File: src/rtl/btn_pkg.sv
//------------------------------------------------------------------------------
// Module   : btn_pkg
// Purpose  : Shared types and constants for the push-button front-end.
//            Holds the debounce FSM state encoding, register offsets,
//            STATUS bit positions and a STATUS word packing helper.
// Revision : 1.0  initial release
//------------------------------------------------------------------------------
`default_nettype none

package btn_pkg;

   // Debounce FSM states, shared by both button instances
   typedef enum logic [1:0] {
      ST_UP     = 2'd0,
      ST_CHK_DN = 2'd1,
      ST_DOWN   = 2'd2,
      ST_CHK_UP = 2'd3
   } btn_state_t;

   // Number of board buttons handled by this block
   localparam int BTN_NUM = 2;

   // Word offsets (address bits [3:2]) within the register window
   localparam logic [1:0] BTN_STATUS_OFF = 2'd0;
   localparam logic [1:0] BTN_COUNT_OFF  = 2'd1;

   // STATUS field positions (each field is BTN_NUM bits wide)
   localparam int BTN_LEVEL_LSB = 0;
   localparam int BTN_PRESS_LSB = 8;
   localparam int BTN_LONG_LSB  = 12;

   // Packs the STATUS word; every bit outside the three fields reads 0
   function automatic logic [31:0] btn_status_word(
      input logic [BTN_NUM-1:0] level,
      input logic [BTN_NUM-1:0] press_flags,
      input logic [BTN_NUM-1:0] long_flags
   );
      logic [31:0] w_word;
      w_word = '0;
      w_word[BTN_LEVEL_LSB +: BTN_NUM] = level;
      w_word[BTN_PRESS_LSB +: BTN_NUM] = press_flags;
      w_word[BTN_LONG_LSB  +: BTN_NUM] = long_flags;
      return w_word;
   endfunction

endpackage

`default_nettype wire

File: src/rtl/btn_debounce.sv
//------------------------------------------------------------------------------
// Module   : btn_debounce
// Purpose  : One push-button channel. Inverts the active-low pin, runs it
//            through a 2-flop synchroniser, then a four-state debounce FSM
//            that only accepts a level after DB_COUNT+1 stable cycles.
//            Emits the debounced level and a one-cycle press pulse.
//            Optional feature macro: BTN_LONGPRESS_EN adds a hold timer
//            that pulses o_long_press once per hold after DB_COUNT cycles
//            settled in DOWN.
// Revision : 1.0  initial release
//------------------------------------------------------------------------------
`default_nettype none

module btn_debounce
   import btn_pkg::*;
#(
   parameter int               CNT_W    = 24,
   parameter logic [CNT_W-1:0] DB_COUNT = 24'hFFFFFF
) (
   input  logic clk,
   input  logic reset,
   input  logic i_btn_n,
   output logic o_level,
   output logic o_press,
   output logic o_long_press
);

   logic             r_sync1;
   logic             r_sync2;
   btn_state_t       r_state;
   logic [CNT_W-1:0] r_cnt;
   logic [CNT_W-1:0] w_cnt_inc;
   logic             w_cnt_done;

   // The entry cycle into a CHK state counts as the first stable cycle, so
   // the decision is taken on the incremented value.
   assign w_cnt_inc  = r_cnt + CNT_W'(1);
   assign w_cnt_done = (w_cnt_inc == DB_COUNT);

   // Two-flop synchroniser on the inverted pin; resets to "released"
   always_ff @(posedge clk or posedge reset) begin
      if (reset) begin
         r_sync1 <= 1'b0;
         r_sync2 <= 1'b0;
      end else begin
         r_sync1 <= ~i_btn_n;
         r_sync2 <= r_sync1;
      end
   end

   // Debounce FSM with registered level and single-cycle press pulse
   always_ff @(posedge clk or posedge reset) begin
      if (reset) begin
         r_state <= ST_UP;
         r_cnt   <= '0;
         o_level <= 1'b0;
         o_press <= 1'b0;
      end else begin
         o_press <= 1'b0;
         case (r_state)
            ST_UP: begin
               if (r_sync2) begin
                  r_state <= ST_CHK_DN;
                  r_cnt   <= '0;
               end
            end
            ST_CHK_DN: begin
               if (!r_sync2) begin
                  r_state <= ST_UP;
                  r_cnt   <= '0;
               end else if (w_cnt_done) begin
                  r_state <= ST_DOWN;
                  r_cnt   <= '0;
                  o_level <= 1'b1;
                  o_press <= 1'b1;
               end else begin
                  r_cnt <= w_cnt_inc;
               end
            end
            ST_DOWN: begin
               if (!r_sync2) begin
                  r_state <= ST_CHK_UP;
                  r_cnt   <= '0;
               end
            end
            ST_CHK_UP: begin
               if (r_sync2) begin
                  r_state <= ST_DOWN;
                  r_cnt   <= '0;
               end else if (w_cnt_done) begin
                  r_state <= ST_UP;
                  r_cnt   <= '0;
                  o_level <= 1'b0;
               end else begin
                  r_cnt <= w_cnt_inc;
               end
            end
            default: begin
               r_state <= ST_UP;
               r_cnt   <= '0;
            end
         endcase
      end
   end

`ifdef BTN_LONGPRESS_EN
   logic [CNT_W-1:0] r_hold;
   logic [CNT_W-1:0] w_hold_inc;

   assign w_hold_inc = r_hold + CNT_W'(1);

   // Hold timer: runs while settled in DOWN, saturates at DB_COUNT so the
   // long-press pulse fires only once per hold
   always_ff @(posedge clk or posedge reset) begin
      if (reset) begin
         r_hold       <= '0;
         o_long_press <= 1'b0;
      end else begin
         o_long_press <= 1'b0;
         if (r_state == ST_DOWN) begin
            if (r_hold != DB_COUNT) begin
               r_hold       <= w_hold_inc;
               o_long_press <= (w_hold_inc == DB_COUNT);
            end
         end else begin
            r_hold <= '0;
         end
      end
   end
`else
   assign o_long_press = 1'b0;
`endif

endmodule

`default_nettype wire

File: src/rtl/button_input_ctrl.sv
//------------------------------------------------------------------------------
// Module   : button_input_ctrl
// Purpose  : Memory-mapped front-end for the two board push-buttons.
//            Debounces btn1/btn2 and exposes read-only registers:
//              offset 0x0 STATUS : levels, sticky press flags, long flags
//              offset 0x4 COUNT  : 8-bit wrapping press counters
//              offset 0x8/0xC    : read 0
//            Sticky flags clear on a STATUS read; a same-cycle set wins.
//            Optional feature macro: BTN_LONGPRESS_EN (long-press flags in
//            STATUS[13:12]; without it those bits read 0).
// Revision : 1.0  initial release
//------------------------------------------------------------------------------
`default_nettype none

module button_input_ctrl
   import btn_pkg::*;
#(
   parameter int               CNT_W     = 24,
   parameter logic [CNT_W-1:0] DB_COUNT  = 24'hFFFFFF,
   parameter logic [31:0]      BASE_ADDR = 32'h0000_8000
) (
   input  logic        clk,
   input  logic        reset,
   input  logic        btn1,
   input  logic        btn2,
   input  logic        ren,
   input  logic [31:0] address,
   output logic [31:0] data_out,
   output logic [1:0]  btn_level,
   output logic [1:0]  btn_press
);

   // Word index of the base inside a 16-byte window; register selection is
   // relative to it so a base that is only word-aligned still maps offset 0
   // to STATUS.
   localparam logic [1:0] c_base_sel = BASE_ADDR[3:2];

   logic [BTN_NUM-1:0] w_btn_n;
   logic [BTN_NUM-1:0] w_long_press;
   logic [1:0]         w_off;
   logic               w_status_rd;
   logic [31:0]        w_rd_data;
   logic               w_unused_addr;

   logic [BTN_NUM-1:0] r_press_flag;
   logic [BTN_NUM-1:0] r_long_flag;
   logic [7:0]         r_press_cnt [BTN_NUM];

   assign w_btn_n     = {btn2, btn1};
   assign w_off       = address[3:2] - c_base_sel;
   assign w_status_rd = ren && (w_off == BTN_STATUS_OFF);

   // Chip select is decoded by the bus; the remaining address bits are ignored
   assign w_unused_addr = ^{address[31:4], address[1:0]};

   generate
      for (genvar gi = 0; gi < BTN_NUM; gi++) begin : g_btn
         btn_debounce #(
            .CNT_W    (CNT_W),
            .DB_COUNT (DB_COUNT)
         ) u_debounce (
            .clk          (clk),
            .reset        (reset),
            .i_btn_n      (w_btn_n[gi]),
            .o_level      (btn_level[gi]),
            .o_press      (btn_press[gi]),
            .o_long_press (w_long_press[gi])
         );
      end
   endgenerate

   // Sticky flags: cleared by a STATUS read, but a same-cycle set wins
   always_ff @(posedge clk or posedge reset) begin
      if (reset) begin
         r_press_flag <= '0;
         r_long_flag  <= '0;
      end else begin
         r_press_flag <= (r_press_flag & ~{BTN_NUM{w_status_rd}}) | btn_press;
         r_long_flag  <= (r_long_flag  & ~{BTN_NUM{w_status_rd}}) | w_long_press;
      end
   end

   // Press counters: free-running 8-bit wrap, never touched by reads
   always_ff @(posedge clk or posedge reset) begin
      if (reset) begin
         for (int i = 0; i < BTN_NUM; i++) begin
            r_press_cnt[i] <= '0;
         end
      end else begin
         for (int i = 0; i < BTN_NUM; i++) begin
            if (btn_press[i]) begin
               r_press_cnt[i] <= r_press_cnt[i] + 8'd1;
            end
         end
      end
   end

   // Read mux; STATUS shows the flags as they stand before this read clears them
   always_comb begin
      w_rd_data = '0;
      case (w_off)
         BTN_STATUS_OFF: w_rd_data = btn_status_word(btn_level, r_press_flag, r_long_flag);
         BTN_COUNT_OFF:  w_rd_data = {16'h0000, r_press_cnt[1], r_press_cnt[0]};
         default:        w_rd_data = '0;
      endcase
   end

   // Registered read data, held between reads
   always_ff @(posedge clk or posedge reset) begin
      if (reset) begin
         data_out <= '0;
      end else if (ren) begin
         data_out <= w_rd_data;
      end
   end

endmodule

`default_nettype wire
File: config.mk
export PLATFORM = sky130hd
export DESIGN_NAME = button_input_ctrl
export DESIGN_NICKNAME = d
export VERILOG_FILES = /design/src/rtl/btn_pkg.sv /design/src/rtl/btn_debounce.sv /design/src/rtl/button_input_ctrl.sv
export SDC_FILE = /design/constraint.sdc
export NUM_CORES = 1
export LEC_CHECK = 0
export BUFFER_PORTS_ARGS = -buffer_cell sky130_fd_sc_hd__buf_2
export CORE_MARGIN = 1.5
export CORE_UTILIZATION = 44
export DETAILED_ROUTE_END_ITERATION = 10
export GPL_TIMING_DRIVEN = 0
export PLACE_DENSITY_LB_ADDON = 0.15
export REMOVE_ABC_BUFFERS = 1
export SETUP_SLACK_MARGIN = 0.4
export SYNTH_ARGS = -nofsm -noshare
export SYNTH_HDL_FRONTEND = slang
export SYNTH_SLANG_ARGS = --single-unit
File: constraint.sdc
create_clock -name clk -period 9.1 [get_ports clk]
set_input_delay 1.82 -clock clk [delete_from_list [all_inputs] [get_ports clk]]
set_output_delay 1.82 -clock clk [all_outputs]
set_load 0.02 [all_outputs]
==> metrics, run 1 <==
Slew headroom=40.0%; Post-DRT Antenna Nets=0; top-count cell post-synth=dfrtp_1; CP arrival=3950 ps; Max Clk Rate=269 MHz; crit-path max FO=16; Root Buffer=clkbuf_16; Hold Crit Class=reg2reg; crit path launch type=flip-flop; vias in the first global route=4,204; share of cells above drive strength 1=9.85%; TritonCTS clock tree=done; Synth top area share=44.1%; PwrDens=145 mW/mm^2; Crit Path Category=reg2reg; Final #Nets=647; Final setup viols=0; routed length per instance=15.2 um; CP Capture Type=flip-flop; insertion delay to the later sink of the worst-skew pair=340 ps; Post-synth EDFFs=0; vias=4,345; post-CTS setup buffers=0; initial antenna violation count=0; Vias per Instance=5.59; drt drc=0; area occupied by multi-input gates=0.00266 mm^2; hold_buf cts=0; Routability Congestion=0.850; Area growth syn-to-layout=8.10%; row cnt=40; Synth warnings=0; CTS clock-pin slew for the worst setup and hold paths=70 ps; Die X=114 um; height of the die=114 um; status=finished clean; CP required=9330 ps; sequential cell area=0.00240 mm^2; Syn Area/Cell=8.99 um^2; GRT Total Usage=19.3%; largest net degree at the start of global routing=59; Max H-tree Level=3; Setup Skew=5.72 ps; CTS resizes=0; count of final max-slew check failures=0; post-DP HPWL=7990 um; CTS Buf Count=9; FILL cells=1,165; worst IR drop on VDD=0.000123 V; mapped cell area=0.00545 mm^2; period utilization=40.9%; Post-Route WL=11,800 um; Core Area=0.0121 mm^2; P_leak=2.56 nW; Most used DFF post-synth=dfrtp_1; global route total overflow=0; cells after synthesis=606; n_diodes=0; fin crit period=3720 ps; Worst-Margin Slew=901 ps; I/O Pins=73; fraction of the yosys area taken by sequential cells=44.1%; dominant cells by area after synthesis=dfrtp_1, nand2_1, nand4_1, xnor2_1, buf_4; Clock Sinks=96; drt first pass iters=4; Async SR Flop Fraction=100%; count of cell types in the netlist=57; max-cap violation count=0; first-pass GRT wire length=20,300 um; most frequent cells after synthesis=dfrtp_1, nand2_1, nand4_1; Initial Util=45.2%; setup_tns=0 ps; post-route cell area=0.00589 mm^2; full die area=0.0131 mm^2; synthesis-stage register bit count=96; post-synth top area cell=dfrtp_1; IO Port Bufs=26; RSZ-0062 raised after global routing=false; DR iter-0 viols=290; Final Hold Fails=0; CTS Buffer Depth=2; Placed Area=0.00559 mm^2
==> power breakdown <==
group	internal, mW	switching (mW)	total, mW	leakage [nW]
sequential	0.429	0.00390	0.433	1.33
combinational	0.00802	0.0311	0.0391	1.09
clock	0.221	0.161	0.382	0.139
total	0.659	0.196	0.855	2.56
==> state kept, by name (all words and copies together), names as in the netlist, named ones only <==
| name | cells |
|---|---|
| data_out | 16 |
| g_btn.u_debounce.r_sync1 | 2 |
| r_long_flag | 2 |
| g_btn.u_debounce.o_level | 2 |
| r_press_cnt | 16 |
| g_btn.u_debounce.r_cnt | 48 |
| g_btn.u_debounce.o_press | 2 |
| g_btn.u_debounce.r_state | 2 |
| g_btn.u_debounce.r_sync2 | 2 |
| r_press_flag | 2 |
==> layout make-up <==
| class | count | share of cell area (%) |
|---|---|---|
| well taps | 168 | 3.57 |
| inverters | 35 | 2.27 |
| clock inverters | 4 | 0.913 |
| clock buffers | 12 | 4.18 |
| multi-input cells | 433 | 45.1 |
| repair buffers | 29 | 3.19 |
| flip-flops and latches | 96 | 40.8 |
==> layout by cell type, fill, tap and decap left out, types with 7 or more instances in the layout <==
cell | synthesis | routed
conb_1 | 1 | 16
o211ai_1 | 7 | 7
inv_1 | 35 | 34
clkbuf_16 | 0 | 9
o22ai_1 | 12 | 12
a31oi_1 | 7 | 7
or3_1 | 7 | 7
o21ai_1 | 10 | 10
nand3_1 | 32 | 32
xor2_1 | 10 | 10
mux2i_1 | 8 | 8
a211o_1 | 7 | 7
and3_1 | 16 | 16
nor2_1 | 26 | 24
nand4_1 | 36 | 36
and2_1 | 7 | 7
nor3_1 | 18 | 18
nor4_1 | 15 | 15
a221o_1 | 7 | 7
dfrtp_1 | 96 | 96
xnor2_1 | 20 | 20
o21ai_0 | 25 | 25
nand2_1 | 73 | 73
buf_2 | 6 | 26
==> layer usage <==
| metal | vias to the layer above | wire length (um) | track usage [%] |
|---|---|---|---|
| met5 | - | 0 | 0 |
| met4 | 0 | 197 | 7.75 |
| met3 | 17 | 361 | 3.49 |
| met2 | 71 | 5710 | 30.9 |
| met1 | 2110 | 5560 | 25.9 |
| li1 | 2147 | - | - |
==> kinds of logic (layout without fill, tap and decap cells) <==
group	Yosys count	count (layout)	share of synthesized area [%]
AO/OA/AOI/OAI	102	102	12.6
XOR/XNOR	30	30	4.82
adder cells (fa/ha/maj)	6	6	1.38
buffers and inverters	92	80	8.29
flip-flops	96	96	44.1
multiplexers	13	13	2.50
other	1	16	0.0688
AND/OR/NAND/NOR	266	266	26.2
==> worst paths after layout <==
check	start	to	slack [ps]	cells after the start
max	g_btn[0].u_debounce.r_cnt[0]	g_btn[0].u_debounce.r_cnt[16]	5380	8
min	g_btn[1].u_debounce.r_sync1	g_btn[1].u_debounce.r_sync2	350	0
max reg2reg	g_btn[0].u_debounce.r_cnt[0]	g_btn[0].u_debounce.r_cnt[16]	5380	8
min reg2reg	g_btn[1].u_debounce.r_sync1	g_btn[1].u_debounce.r_sync2	350	0
max in group asynchronous	reset	g_btn[1].u_debounce.r_cnt[10]	6920	3
min in group asynchronous	reset	data_out[1]	1520	2
==> worst max-delay path, cell delays in order (launching register included) <==
cell and delay [ps]:
dfrtp_1 440, ha_1 310, nand3_1 270, or4_1 710, nor4_1 290, nor3_1 110
and4b_1 730, nor2_1 330, a221o_1 430
==> stage by stage <==
step	std cells	total power [mW]	setup slack, ps	utilization (%)	hold WS (ps)
after global routing	777	0.888	5080	48.8	383
after floorplan	564	0.465	4770	-	331
final	777	0.855	5380	48.8	350
after detailed placement	761	0.481	5380	46.4	336
after global placement	758	0.478	3580	45.8	332
after CTS	777	0.868	5380	48.8	351
No activity file was read; power rests on OpenSTA's default activity.
==> run 2: changes to the inputs <==
==> constraint.sdc (replaced) <==
create_clock -name clk -period 3.1 [get_ports clk]
set_input_delay 0.62 -clock clk [delete_from_list [all_inputs] [get_ports clk]]
set_output_delay 0.62 -clock clk [all_outputs]
set_load 0.02 [all_outputs]
==> run 2 against run 1 <==
- clock power rose to 3.0 times the previous value
- wire length up 17%
- sequential share of layout area down 4.7 points
- die area unchanged
- power rose to 3.0 times the previous value
- non-clock buffer count up 46
- combinational power rose to 3.8 times the previous value
- sequential cell count unchanged
- critical path type unchanged
- largest power group unchanged
- highest routed layer unchanged
==> metrics, run 2 (same netlist as run 1, synthesis figures left out) <==
Hold Crit Class=in2async; Initial Util=45.2%; most flop-heavy register=g_btn.u_debounce.r_cnt; DP Cell Count=761; Root Buffer=clkbuf_16; number of flip-flops in the largest register=48; setup_tns=0 ps; post-route cell area=0.00674 mm^2; R2R Setup Slk=280 ps; Reg2Reg Capture Point=g_btn[1].u_debounce.r_cnt[12]; cells on worst reg2reg path=12; crit path launch type=flip-flop; CP arrival=3030 ps; TritonCTS clock tree=done; DR iter-0 viols=319; P_leak=2.87 nW; n_diodes=0; Die X=114 um; max-cap violation count=0; biggest cell delay along the critical path=570 ps; worst reg2reg startpoint=g_btn[1].u_debounce.r_cnt[0]; row cnt=40; drt first pass iters=5; Post-Route WL=13,900 um; RSZ-0062 raised after global routing=true; crit-path leading delay family=simple AND/OR/NAND/NOR gates; drt drc=0; hold_buf cts=0; post-DP HPWL=7990 um; Non-Filler Instances=828; Area growth syn-to-layout=23.6%; share of cells above drive strength 1=26.8%; Final setup viols=0; fin worst setup slack=282 ps; crit-path max FO=5; most frequent cells in the layout=dfrtp_1, nand2_1, buf_4; count of final max-slew check failures=0; CTS Buffer Depth=2; status=finished clean; CP Capture Type=flip-flop; most common cell after layout, fill and taps aside=dfrtp_1; Max H-tree Level=3; Final Hold Fails=0; insertion delay to the later sink of the worst-skew pair=350 ps; vias=4,751; Routability Congestion=0.850; Setup Skew=6.61 ps; Buf/Inv on CP=4; fin crit period=2820 ps; Placed Area=0.00559 mm^2; Final #Nets=698; critical-path cell list=buf_6 -> buf_4 -> inv_2 -> ha_4 -> nand3_2 -> nor4_1 -> mux2_4 -> nand4_1 -> buf_4 -> or4_4 -> nand4_1 -> o311ai_2; first-pass GRT wire length=22,100 um; Regs by FF count=g_btn.u_debounce.r_cnt: 48 flops, data_out: 16 flops, r_press_cnt: 16 flops; period utilization=90.9%; Slew headroom=15.8%; DP Worst Slack=-620 ps; Crit Path Category=reg2reg; Worst-Margin Slew=1260 ps; Clock Sinks=96; I/O Pins=73; initial antenna violation count=0; PwrDens=378 mW/mm^2; routed length per instance=16.8 um; GRT Total Usage=21.0%; CP required=3310 ps; Max Clk Rate=355 MHz; Core Area=0.0121 mm^2; CTS Buf Count=9; vias in the first global route=4,521; CTS clock-pin slew for the worst setup and hold paths=70 ps; full die area=0.0131 mm^2; worst IR drop on VDD=0.000366 V; largest net degree at the start of global routing=59; IO Port Bufs=26; height of the die=114 um; global route total overflow=0; Post-DRT Antenna Nets=0; Slowest-stage cell, CP=or4_4; Vias per Instance=5.74
## run 2: cell count changes in the layout (fill, tap and decap cells not counted), moves of 5 or more
cell / before / now
or4_4: 1 / 8
dfrtp_1: 96 / 76
nor4_1: 15 / 10
o21ai_1: 10 / 16
nor4_4: 1 / 6
dfrtp_2: 0 / 20
nand3_1: 32 / 27
o21ai_0: 25 / 19
nor3_1: 18 / 12
buf_4: 0 / 41
## run 2: metal layers
layer  wire length, um  track usage [%]  up-vias
met5                 0                0        -
met1              6160             27.8     2341
met2              6970             34.1      118
li1                  -                -     2267
met3               512             3.76       25
met4               254             8.92        0
## run 2: worst max path at each step
stage,start,to,depth (start not counted)
global placement,reset,g_btn[1].u_debounce.r_cnt[11],2
global route,g_btn[1].u_debounce.r_cnt[0],g_btn[1].u_debounce.r_cnt[12],12
CTS,g_btn[1].u_debounce.r_cnt[0],g_btn[1].u_debounce.r_cnt[8],8
detailed placement,g_btn[0].u_debounce.r_cnt[0],g_btn[0].u_debounce.r_cnt[21],8
finish,g_btn[1].u_debounce.r_cnt[0],g_btn[1].u_debounce.r_cnt[12],12
floorplan,reset,asynchronous set/reset pin,1
## run 2: through the flow
stage	util [%]	hold slack (ps)	power (mW)
2_1_floorplan	-	331	1.37
3_3_place_gp	45.8	332	1.40
3_5_place_dp	46.4	336	1.41
4_1_cts	52.7	324	2.57
5_1_grt	55.9	350	2.65
6_report	55.9	314	2.55
## run 2: worst register-to-register path: stages, from the launching register on
cell and delay, ps:
dfrtp_1 420, buf_6 140, buf_4 140, inv_2 60
ha_4 130, nand3_2 90, nor4_1 290, mux2_4 220
nand4_1 140, buf_4 190, or4_4 570, nand4_1 150
o311ai_2 130
## run 2: timing repair
item	4_1_cts	5_1_grt
endpoints found under the hold margin	0	0
pin swaps	19	39
resized for setup	54	52
buffers inserted	25	21
setup endpoints to repair	56	55
cloned	3	2
## run 2: where the power goes
group	switching, mW	internal [mW]	total [mW]
Clock	0.478	0.650	1.13
Sequential	0.0113	1.26	1.27
Combinational	0.109	0.0409	0.150
Total	0.598	1.95	2.55
## run 2: final cells by class
class	count	area [um^2]
Tap cell	168	210
Clock inverter	4	53.8
Clock buffer	12	246
Fill cell	1081	5330
Multi-Input combinational cell	438	3110
Inverter	35	134
Timing Repair Buffer	75	556
Sequential cell	96	2430
==> run 3: changes to the inputs <==
--- a/config.mk
+++ b/config.mk
@@ -12,7 +12,6 @@
 export GPL_TIMING_DRIVEN = 0
 export PLACE_DENSITY_LB_ADDON = 0.15
 export REMOVE_ABC_BUFFERS = 1
-export SETUP_SLACK_MARGIN = 0.4
 export SYNTH_ARGS = -nofsm -noshare
 export SYNTH_HDL_FRONTEND = slang
 export SYNTH_SLANG_ARGS = --single-unit
==> run 3 against run 2 <==
- sequential power hardly changed
- wire length down 10%
- clock power barely moved
- clock-buffer cell count did not move
- hold slack better by 0.99 ps
- largest power group unchanged
==> metrics, run 3 (same netlist as run 1, synthesis figures left out) <==
insertion delay to the later sink of the worst-skew pair=350 ps; Worst-Margin Slew=1050 ps; IO Port Bufs=26; crit-path max FO=13; drt drc=0; fin crit period=3000 ps; P_leak=2.64 nW; period utilization=96.7%; Area growth syn-to-layout=12.5%; GRT Total Usage=19.6%; biggest cell delay along the critical path=650 ps; PwrDens=411 mW/mm^2; Max Used Layer=met4; setup_tns=0 ps; height of the die=114 um; I/O Pins=73; RSZ-0062 raised after global routing=false; CP Capture Type=flip-flop; global route total overflow=0; share of cells above drive strength 1=15.7%; largest net degree at the start of global routing=59; CTS clock-pin slew for the worst setup and hold paths=60 ps; first-pass GRT wire length=20,600 um; DR iter-0 viols=294; Vias per Instance=5.72; Max H-tree Level=3; Initial Util=45.2%; post-DP HPWL=7990 um; Switch Pwr=581 uW; Hold Crit Class=in2async; Regs by FF count=g_btn.u_debounce.r_cnt: 48 flops, data_out: 16 flops, r_press_cnt: 16 flops; routed length per instance=15.9 um; sw frac=23.1%; critical-path cell list=nand2_1 -> nor4_4 -> a21oi_1 -> or4_1 -> or4_4 -> nand2_8 -> o311ai_1; DP Worst Slack=-620 ps; status=finished clean; vias in the first global route=4,225; Final setup viols=0; Post-Route WL=12,500 um; vias=4,503; worst IR drop on VDD=0.000364 V; number of flip-flops in the largest register=48; sequential cell area=0.00241 mm^2; drt first pass iters=4; Comb pwr share=4.7%; n_diodes=0; Root Buffer=clkbuf_16; CTS Buf Count=9; most frequent cells in the layout=dfrtp_1, nand2_1, nand4_1; CP arrival=3210 ps; Max Clk Rate=334 MHz; Clock Sinks=96; met3 wire len=470 um; FILL cells=1,136; Die X=114 um; max-cap violation count=0; Core Area=0.0121 mm^2; DR WL met2=6020 um; row cnt=40; wl on met1=5810 um; Post-DRT Antenna Nets=0; CP required=3320 ps; hold_buf cts=0; Setup Skew=4.69 ps; Int Power=1.94 mW; fin worst setup slack=104 ps; Final Hold Fails=0; CTS Buffer Depth=2; Slew headroom=29.9%; crit path launch type=flip-flop; Final #Nets=657; Routability Congestion=0.850; count of final max-slew check failures=0; TritonCTS clock tree=done; full die area=0.0131 mm^2; Reg power frac=50.6%; power share of the clock group=44.7%; most common cell after layout, fill and taps aside=dfrtp_1; most flop-heavy register=g_btn.u_debounce.r_cnt; area occupied by multi-input gates=0.00284 mm^2; Crit Path Category=reg2reg; initial antenna violation count=0; Slowest-stage cell, CP=or4_4
==> run 3: power by group through the flow <==
| stage | clock network, mW | registers [mW] | logic (mW) |
|---|---|---|---|
| 6_report | 1.13 | 1.27 | 0.118 |
| 5_1_grt | 1.20 | 1.27 | 0.134 |
| 4_1_cts | 1.16 | 1.27 | 0.119 |
| 3_5_place_dp | 0 | 1.30 | 0.117 |
| 3_3_place_gp | 0 | 1.30 | 0.107 |
| 2_1_floorplan | 0 | 1.29 | 0.0733 |
==> run 3: worst paths after layout <==
path	startpoint	endpoint	slack, ps	cells after the start
setup / recovery	g_btn[1].u_debounce.r_cnt[10]	g_btn[1].u_debounce.r_cnt[23]	100	7
hold reg to reg	g_btn[1].u_debounce.r_sync1	g_btn[1].u_debounce.r_sync2	350	0
hold / removal	reset	data_out[1]	320	2
setup reg to reg	g_btn[1].u_debounce.r_cnt[10]	g_btn[1].u_debounce.r_cnt[23]	100	7
min in group clk	g_btn[1].u_debounce.r_sync1	g_btn[1].u_debounce.r_sync2	350	0
max in group asynchronous	reset	g_btn[0].u_debounce.r_cnt[0]	2120	3
==> run 3: routing by layer <==
layer	up-vias	GRT usage, %
met4	0	6.83
met3	17	3.44
met1	2214	26.4
met2	90	32.1
met5	-	0
li1	2182	-
==> run 3: critical path: cells and delay by family, from the launching register on <==
| family | cells | cell delay [ps] |
|---|---|---|
| and+or+nand+nor | 5 | 2130 |
| DFF | 1 | 480 |
| AOI/OAI and AO/OA | 2 | 240 |
==> run 3: what timing repair did <==
action / 4_1_cts / 5_1_grt
gates cloned: 2 / 2
pin swaps: 1 / 6
gates resized for setup: 12 / 24
setup endpoints to repair: 52 / 53
setup buffers: 2 / 4
==> run 3: area by class of cell <==
class / instances / area share [%]
multi-input combinational: 437 / 46.4
tap: 168 / 3.43
sequential: 96 / 39.3
timing repair buffer: 35 / 3.80
clock inverter: 4 / 0.878
clock buffer: 12 / 4.02
inverter: 35 / 2.18
==> run 3: metrics by stage <==
step	hold slack, ps	total power [mW]	utilization (%)	std cells	area, um^2
after floorplan	331	1.37	-	564	5190
after global placement	332	1.40	45.8	758	5530
after detailed placement	336	1.41	46.4	761	5590
after CTS	324	2.55	49.5	781	5970
after global routing	352	2.61	50.8	787	6130
final	315	2.52	50.8	787	6130
